[src/rtl/piso_sreg_serializer.sv]
// Parallel-in/serial-out shifter with a valid/ready load port and a gapless serial output.
// Optional even-parity trailer bit is enabled by defining PISO_SREG_SERIALIZER_PARITY_EN.
module piso_sreg_serializer #(
  parameter int WIDTH     = 8,
  parameter bit MSB_FIRST = 1'b1
) (
  input  logic             clk,
  input  logic             rst_n,
  input  logic             ce,
  input  logic [WIDTH-1:0] s_data,
  input  logic             s_valid,
  output logic             s_ready,
  output logic             so,
  output logic             so_valid,
  output logic             so_last,
  output logic             busy
);

`ifdef PISO_SREG_SERIALIZER_PARITY_EN
  localparam int FRAME_LEN = WIDTH + 1;
`else
  localparam int FRAME_LEN = WIDTH;
`endif
  localparam int CNT_W = (FRAME_LEN > 1) ? $clog2(FRAME_LEN) : 1;
  localparam logic [CNT_W-1:0] CNT_LAST = CNT_W'(FRAME_LEN - 1);

  typedef enum logic [0:0] {
    ST_IDLE  = 1'b0,
    ST_SHIFT = 1'b1
  } state_t;

  state_t               state_q, state_d;
  logic [FRAME_LEN-1:0] shreg_q, shreg_d;
  logic [CNT_W-1:0]     cnt_q, cnt_d;
  logic                 so_q, so_d;
  logic                 so_valid_q, so_valid_d;
  logic                 so_last_q, so_last_d;
  logic                 busy_q, busy_d;
  logic                 at_last_s;
  logic                 ready_s;
  logic                 load_s;

`ifdef PISO_SREG_SERIALIZER_PARITY_EN
  function automatic logic even_parity(input logic [WIDTH-1:0] w);
    return ^w;
  endfunction
`endif

  // The bit to transmit always sits at the top of the shift register, so
  // LSB-first operation is handled by reversing the word once at load time.
  function automatic logic [FRAME_LEN-1:0] frame_of(input logic [WIDTH-1:0] w);
    logic [WIDTH-1:0] ord;
    for (int i = 0; i < WIDTH; i++) begin
      ord[i] = MSB_FIRST ? w[i] : w[WIDTH-1-i];
    end
`ifdef PISO_SREG_SERIALIZER_PARITY_EN
    return {ord, even_parity(w)};
`else
    return ord;
`endif
  endfunction

  // Handshake, next-state and next-output computation.
  always_comb begin
    at_last_s = (state_q == ST_SHIFT) && (cnt_q == CNT_LAST);
    ready_s   = rst_n && ((state_q == ST_IDLE) || (ce && at_last_s));
    load_s    = ready_s && s_valid;
    state_d   = state_q;
    shreg_d   = shreg_q;
    cnt_d     = cnt_q;

    case (state_q)
      ST_IDLE: begin
        if (load_s) begin
          state_d = ST_SHIFT;
          shreg_d = frame_of(s_data);
          cnt_d   = {CNT_W{1'b0}};
        end else begin
          state_d = ST_IDLE;
        end
      end
      ST_SHIFT: begin
        if (!ce) begin
          state_d = ST_SHIFT;
        end else if (at_last_s) begin
          if (load_s) begin
            state_d = ST_SHIFT;
            shreg_d = frame_of(s_data);
            cnt_d   = {CNT_W{1'b0}};
          end else begin
            state_d = ST_IDLE;
            shreg_d = {FRAME_LEN{1'b0}};
            cnt_d   = {CNT_W{1'b0}};
          end
        end else begin
          shreg_d = {shreg_q[FRAME_LEN-2:0], 1'b0};
          cnt_d   = cnt_q + CNT_W'(1);
        end
      end
      default: begin
        state_d = ST_IDLE;
        shreg_d = {FRAME_LEN{1'b0}};
        cnt_d   = {CNT_W{1'b0}};
      end
    endcase

    // Outputs are registered views of the next state so they line up with shreg.
    so_valid_d = (state_d == ST_SHIFT);
    busy_d     = (state_d == ST_SHIFT);
    so_d       = (state_d == ST_SHIFT) ? shreg_d[FRAME_LEN-1] : 1'b0;
    so_last_d  = (state_d == ST_SHIFT) && (cnt_d == CNT_LAST);
  end

  // State, datapath and output registers with synchronous active-low reset.
  always_ff @(posedge clk) begin
    if (!rst_n) begin
      state_q    <= ST_IDLE;
      shreg_q    <= {FRAME_LEN{1'b0}};
      cnt_q      <= {CNT_W{1'b0}};
      so_q       <= 1'b0;
      so_valid_q <= 1'b0;
      so_last_q  <= 1'b0;
      busy_q     <= 1'b0;
    end else begin
      state_q    <= state_d;
      shreg_q    <= shreg_d;
      cnt_q      <= cnt_d;
      so_q       <= so_d;
      so_valid_q <= so_valid_d;
      so_last_q  <= so_last_d;
      busy_q     <= busy_d;
    end
  end

  assign s_ready  = ready_s;
  assign so       = so_q;
  assign so_valid = so_valid_q;
  assign so_last  = so_last_q;
  assign busy     = busy_q;

endmodule

[config.mk]
export PLATFORM = sky130hd
export DESIGN_NAME = piso_sreg_serializer
export DESIGN_NICKNAME = d
export VERILOG_FILES = /design/src/rtl/piso_sreg_serializer.sv
export SDC_FILE = /design/constraint.sdc
export NUM_CORES = 1
export LEC_CHECK = 0
export BUFFER_PORTS_ARGS = -buffer_cell sky130_fd_sc_hd__buf_2
export CAP_MARGIN = 20
export CORE_MARGIN = 2
export CORE_UTILIZATION = 35
export CTS_CLUSTER_SIZE = 14
export DETAILED_ROUTE_END_ITERATION = 7
export PLACE_DENSITY = 0.52
export SLEW_MARGIN = 5
export SYNTH_ARGS = -nofsm -noshare
export SYNTH_HDL_FRONTEND = slang
export SYNTH_SLANG_ARGS = --single-unit
[constraint.sdc]
create_clock -name clk -period 3 [get_ports clk]
set_input_delay 0.3 -clock clk [delete_from_list [all_inputs] [get_ports clk]]
set_output_delay 0.3 -clock clk [all_outputs]
set_load 0.005 [all_outputs]
After elaboration in Yosys (flattened, before gate mapping)
Index checks and enable logic that the tools add are counted.

Output and inout bits: 5. Input bits: 12. Flip-flop bits (word level): 14.

Multiplexer cells: 13. Reduce and logical (&&, ||, !) cells: 8. $add $sub $neg: 1. Equal/unequal tests: 4. Bitwise gates (word level): 1.

Operators by type and width (number): 8-bit 2-to-1 mux (4); 8-bit one-hot mux with 2 select lines (1); 3-bit 2-to-1 mux (3); 3-bit == test (second input constant) (2); 3-bit one-hot mux with 2 select lines (1); 1-bit logical AND (5); 2-bit inequality test (second input constant) (2); 2-bit AND reduction (2); 3-bit by 1-bit adder with 3-bit output (second input constant) (1); 1-bit 2-to-1 mux (3); 1-bit one-hot mux with 2 select lines (1); 1-bit logical OR (1); 1-bit NOT (1).

Logic depth before layout (Yosys ltp)
Gate-level depths: netlist of run 1.

Depth after elaboration: 11. Depth in mapped cells: 5. Mapped depth without buffers: 5.

Least setup slack after synthesis of run 1
OpenSTA, ideal clock, no wires.

Kind: flip-flop to output port. Start point: reg cnt_q[0]. End point: out s_ready. Stages on the path, launching flop included: 5. Slack: 1.555 ns. Required time: 2.700 ns. Path buffers: 0. Arrival: 1.145 ns. Cell sequence: dfxtp_1 -> ha_1 -> ha_1 -> a21bo_2 -> and2_1.

Longest elaborated chain between the ends: 5.

Ends and longest elaborated chain: start, declared (RTL line 34) `logic [CNT_W-1:0] cnt_q, cnt_d;`; start signal, assigned (RTL line 119) `cnt_q <= {CNT_W{1'b0}};`; start signal, assigned (RTL line 127) `cnt_q <= cnt_d;`; 3-bit == test (RTL line 65) `at_last_s = (state_q == ST_SHIFT) && (cnt_q == CNT_LAST);`; 1-bit logical AND (RTL line 65); 1-bit logical AND (RTL line 66) `ready_s = rst_n && ((state_q == ST_IDLE) || (ce && at_last_s));`; 1-bit logical OR (RTL line 66); 1-bit logical AND (RTL line 66); end, declared (RTL line 12) `output logic s_ready,`.

Every way passes these cells.

Final worst setup path of run 1
Same ends and word-level chain as after synthesis.

==> results of run 1 <==
sequential cells by signal, indices dropped and copies added (netlist names):
register	count
so_last	1
so	1
shreg_q	8
cnt_q	3
busy	1
final cells by class:
type / count / area share, %
clock buffer: 3 / 2.67
inverter: 3 / 1.34
multi-input combinational: 57 / 49.2
sequential: 14 / 33.3
tap: 27 / 4.01
timing repair buffer: 16 / 9.51
tightest hold or removal path: stages:
cell and delay [ns]:
buf_2 0.09, a221oi_1 0.06, nor2_1 0.08
worst paths after layout:
check / slack [ns] / endpoint / startpoint
max reg2reg: 1.42 / shreg_q[7]$_SDFF_PN0_ / cnt_q[0]$_SDFF_PN0_
min reg2reg: 0.48 / shreg_q[1]$_SDFFE_PN0P_ / shreg_q[0]$_SDFFE_PN0P_
max: 1.06 / s_ready / cnt_q[0]$_SDFF_PN0_
min: 0.30 / shreg_q[3]$_SDFFE_PN0P_ / s_data[3]
cell families after synthesis:
kind of cell,synth area share (%)
AO/OA/AOI/OAI,20.6
flip-flops,36.9
buffers and inverters,8.57
adder cells (fa/ha/maj),3.29
AND/OR/NAND/NOR,24.5
multiplexers,6.09
stage by stage:
stage	setup WS [ns]	power [W]
floorplan	1.55	0.000262
global placement	1.40	0.000277
detailed placement	1.37	0.000278
CTS	1.06	0.000380
global route	0.961	0.000406
finish	1.06	0.000375
synthesized netlist by cell type:
| master | number |
|---|---|
| buf_4 | 2 |
| and2b_1 | 1 |
| buf_6 | 3 |
| mux2_2 | 1 |
| nand2b_1 | 5 |
| o221ai_1 | 4 |
| nor2b_1 | 2 |
| a32oi_1 | 1 |
| a311oi_2 | 1 |
| a21oi_1 | 4 |
| nor4bb_1 | 1 |
| mux2_4 | 1 |
| ha_1 | 2 |
| a221oi_1 | 4 |
| nand3b_1 | 2 |
| o21ai_1 | 1 |
| nand4_1 | 5 |
| nand2_1 | 1 |
| and2_1 | 1 |
| a21bo_2 | 1 |
| dfxtp_1 | 14 |
| a311oi_1 | 1 |
| a31oi_1 | 2 |
| mux2i_1 | 2 |
| and3b_1 | 1 |
| nor2_1 | 6 |
| and3_4 | 1 |
| buf_2 | 1 |
| inv_1 | 3 |
| nand3_1 | 4 |
| and3_1 | 1 |
| o22ai_1 | 1 |
power groups by stage:
| stage | clock network (W) | registers (W) | logic [W] |
|---|---|---|---|
| final | 0.000100 | 0.000212 | 0.0000627 |
| after floorplan | 0 | 0.000210 | 0.0000518 |
| after global routing | 0.000121 | 0.000214 | 0.0000714 |
| after CTS | 0.000106 | 0.000212 | 0.0000628 |
| after global placement | 0 | 0.000215 | 0.0000621 |
| after detailed placement | 0 | 0.000216 | 0.0000621 |
routing by layer:
layer | vias up | wire, um | GRT usage [%]
met3 | 0 | 100 | 3.87
met2 | 17 | 729 | 19.5
met5 | - | 0 | 0
met4 | 0 | 0 | 6.31
li1 | 334 | - | -
met1 | 308 | 835 | 20.9
==> summary.txt, run 1 <==
Route
  • DR DRC count: 0
  • Routed vias/inst: 5.49
  • WL/cell: 13.9 um
  • Antenna viol nets, final: 0
  • Routed Wire Length: 1670 um
  • DRT Pass-1 Iters: 4
  • Starting DRC count in detailed routing: 13
  • Via count: 659

STA
  • Final hold violation count: 0
  • Minimum clock period: 1.94 ns
  • Worst slew margin: 55.1%
  • RSZ-0062 raised after global routing: no
  • Tightest Pin Transition: 0.672 ns
  • Max Clk Rate: 517 MHz
  • Setup violations, final: 0
  • Total negative setup slack: 0 ns
  • Slew Viols, Final: 0
  • Period utilization: 64.5%
  • Worst hold slack: 0.297 ns
  • Skew final: 0.00542 ns

Die
  • Initial Utilization: 37.9%
  • Die Height: 50.6 um
  • Die width: 50.6 um
  • CORE AREA: 2000 sq um
  • Num ports: 17
  • Die ar.: 2560 sq um
  • Row cnt: 16

Cells and area
  • Fin nets: 109
  • Share of cells above drive strength 1: 25.8%
  • Most frequent cells in the layout: buf_2, dfxtp_1, nor2_1, nand2b_1, nand4_1
  • # diodes: 0
  • Commonest non-fill, non-tap cell in the layout: buf_2
  • Multi-input gate area: 414 sq um
  • Synthesis-to-finish area growth: 10.9%
  • # fillers: 209
  • Layout Cells excl Fill: 120
  • FF+latch area: 280 sq um
  • Final core utilization: 42.1%
  • Fin area: 842 sq um

Clocking
  • CTS tree: built
  • Cts hold-fix bufs: 0
  • H-tree depth: 1
  • Clock Path Buffers: 2
  • Post-cts sizing count: 0
  • Post-CTS Setup Bufs: 0
  • Reg clk slew, reported paths: 0.08 ns
  • Clk_lat worst skew: 0.27 ns
  • Root buffer cell: clkbuf_4
  • TritonCTS buffer count: 3
  • Num Clock Sinks: 14

Logic synthesis
  • FF+latch count, synth: 14
  • Mean Syn Cell Area: 9.49 sq um
  • Seq/Total Area, Yosys: 36.9%
  • Count of different cell masters after synthesis: 32
  • Top post-synthesis cells by area: dfxtp_1, a221oi_1, o221ai_1
  • Syn Nets: 94
  • Synthesized area: 759 sq um
  • Syn. warnings: 0
  • Area leader, netlist: dfxtp_1
  • Yosys top cell area share: 36.9%
  • Synthesized netlist cell count: 80

Power
  • Leak pwr: 0.356 nW
  • Clock power frac: 26.8%
  • Combinational Power Share: 16.7%
  • Pwr Density: 445 nW/um^2
  • Reg power frac: 56.5%
  • Internal Power: 0.000276 W
  • P_sw: 0.0000988 W
  • Max rail drop VDD: 0.201 mV
  • Sw frac: 26.4%

Critical path
  • Worst Path Arrival: 1.64 ns
  • Slowest cell on crit path: dfxtp_1
  • FF-to-FF path depth: 5
  • Worst endpoint required time: 2.70 ns
  • CP max stage delay: 0.36 ns
  • Startpoint types: flop
  • CP Depth: 5
  • CP Buf/Inv Count: 1
  • Kind of critical path: flop to output port
  • Crit path top cell by count: ha_1
  • Cell Chain, Critical Path: ha_1, ha_1, a21bo_2, and2_1, buf_2
  • CP delay by family, top: adder cells
  • Crit Path Max Fanout: 8
  • Critical path endpoint category: output port

Placement
  • Dpl hpwl: 1220 um
  • Dpl cells: 117
  • Gpl congestion: 0.814
  • # port buffers: 16
  • Dpl cell area: 820 sq um

Global routing
  • Largest net degree at the start of global routing: 20
  • Remaining global-route overflow: 0
  • GRT Resource Usage Total: 14.4%
  • First-pass GRT wire length: 2860 um
  • Initial antenna violation count: 0
  • Vias in the first global route: 622

Run
  • Max-Cap Viols: 0

Run status
  • Outcome: finished clean

Worst hold path
  • Hold WC Path Type: primary input to flop
  • Hold Path Depth: 3
(Power assumes the default switching activity.)
==> run 2, diff against run 1 <==
clock period = 1.8 ns   (was 3 ns; I/O delays follow)
==> summary.txt, run 2 (same netlist as run 1, synthesis figures left out) <==
Critical path
  • CP max stage delay: 0.35 ns
  • Slowest cell on crit path: dfxtp_2
  • Kind of critical path: flop to output port
  • Worst Path Arrival: 1.53 ns
  • Cell Chain, Critical Path: ha_2, ha_4, a21bo_2, and2_1, buf_2
  • Worst endpoint required time: 1.62 ns
  • Crit Path Max Fanout: 8
  • Startpoint types: flop
  • Critical path endpoint category: output port

Clocking
  • CTS tree: built
  • Num Clock Sinks: 14
  • Root buffer cell: clkbuf_4
  • Clk_lat worst skew: 0.29 ns
  • Post-CTS Setup Bufs: 0
  • Clock Path Buffers: 2
  • H-tree depth: 1
  • Reg clk slew, reported paths: 0.09 ns
  • TritonCTS buffer count: 3

Cells and area
  • Synthesis-to-finish area growth: 15.8%
  • Share of cells above drive strength 1: 30.5%
  • # diodes: 0
  • Max reg flops: 8
  • # fillers: 216
  • Fin nets: 110
  • Most frequent cells in the layout: buf_2, dfxtp_1, nor2_1, nand2b_1, nand4_1
  • Commonest non-fill, non-tap cell in the layout: buf_2
  • Reg with most FFs: shreg_q
  • Layout Cells excl Fill: 122
  • Top Registers: shreg_q: 8 flops, cnt_q: 3 flops
  • Multi-input gate area: 429 sq um
  • FF+latch area: 282 sq um

STA
  • Setup violations, final: 0
  • Total negative setup slack: 0 ns
  • Max Clk Rate: 586 MHz
  • Worst slew margin: 74.3%
  • Minimum clock period: 1.71 ns
  • Period utilization: 94.8%
  • RSZ-0062 raised after global routing: no
  • Skew final: 0.00478 ns
  • Tightest Pin Transition: 0.385 ns
  • Slew Viols, Final: 0
  • Final hold violation count: 0

Global routing
  • Vias in the first global route: 598
  • Initial antenna violation count: 0
  • Remaining global-route overflow: 0
  • First-pass GRT wire length: 2860 um
  • GRT Resource Usage Total: 15.1%
  • Largest net degree at the start of global routing: 15

Placement
  • Dpl cells: 118
  • Dpl hpwl: 1220 um
  • Gpl congestion: 0.843
  • # port buffers: 16

Route
  • Routed Wire Length: 1760 um
  • DRT Pass-1 Iters: 4
  • WL/cell: 14.4 um
  • DR DRC count: 0
  • Starting DRC count in detailed routing: 24
  • Routed vias/inst: 5.59
  • Via count: 682
  • Antenna viol nets, final: 0

Run status
  • Outcome: finished clean

Die
  • Row cnt: 16
  • Num ports: 17
  • Die width: 50.6 um
  • Initial Utilization: 37.9%
  • Die ar.: 2560 sq um
  • CORE AREA: 2000 sq um
  • Die Height: 50.6 um

Power
  • Pwr Density: 791 nW/um^2
  • Max rail drop VDD: 0.455 mV
  • Leak pwr: 0.364 nW

Run
  • Max-Cap Viols: 0

Worst hold path
  • Hold WC Path Type: primary input to flop
==> run 2: metal layers <==
metal	vias to the layer above	part of all wire, %	wire length, um	GRT usage (%)
li1	335	-	-	-
met1	320	52	916	23.3
met2	25	40	707	18.4
met3	2	7.0	123	6.25
met4	0	0.74	13	4.05
met5	-	0	0	0
==> run 2: report_power, final <==
part | internal [W] | leakage, nW | switching [W]
registers | 0.000332 | 0.116 | 0.0000184
logic | 0.0000533 | 0.227 | 0.0000584
clock network | 0.000123 | 0.0210 | 0.000110
==> run 2: through the flow <==
step	instance area, sq um	hold slack (ns)	setup WS (ns)	utilization, %	power (W)
finish	880	0.151	0.0938	43.9	0.000696
global route	880	0.154	0.0261	43.9	0.000738
CTS	866	0.144	0.0110	43.3	0.000702
floorplan	759	0.322	0.433	-	0.000436
detailed placement	827	0.448	0.250	41.3	0.000465
global placement	827	0.441	0.302	41.3	0.000465
==> run 2: layout make-up <==
| cell class | instances | share of cell area (%) |
|---|---|---|
| clock buffer | 4 | 4.13 |
| inverter | 3 | 1.28 |
| multi-input combinational | 57 | 48.8 |
| sequential | 14 | 32.0 |
| tap | 27 | 3.84 |
| timing repair buffer | 17 | 9.96 |
==> run 2: path summary, 6_finish.rpt <==
path / from / end / slack, ns / depth (start not counted)
hold / removal: s_data[3] / shreg_q[3]$_SDFFE_PN0P_ / 0.15 / 3
setup / recovery: cnt_q[0]$_SDFF_PN0_ / s_ready / 0.09 / 5
setup reg to reg: cnt_q[0]$_SDFF_PN0_ / cnt_q[0]$_SDFF_PN0_ / 0.34 / 5
hold reg to reg: shreg_q[0]$_SDFFE_PN0P_ / shreg_q[1]$_SDFFE_PN0P_ / 0.49 / 2
==> run 2: repair_timing <==
item                                   CTS  global route
setup endpoints to repair                1             1
hold buffers                             0             0
resized for setup                        1             3
pin swaps                                0             0
endpoints found under the hold margin    0             0
==> run 2: worst max-delay path, delay by kind of cell (launching register included) <==
kind / cells / cell delay (ns)
DFF: 1 / 0.35
buffers and inverters: 1 / 0.12
and+or+nand+nor: 1 / 0.15
adders and majority gates: 2 / 0.39
AOI/OAI and AO/OA: 1 / 0.23
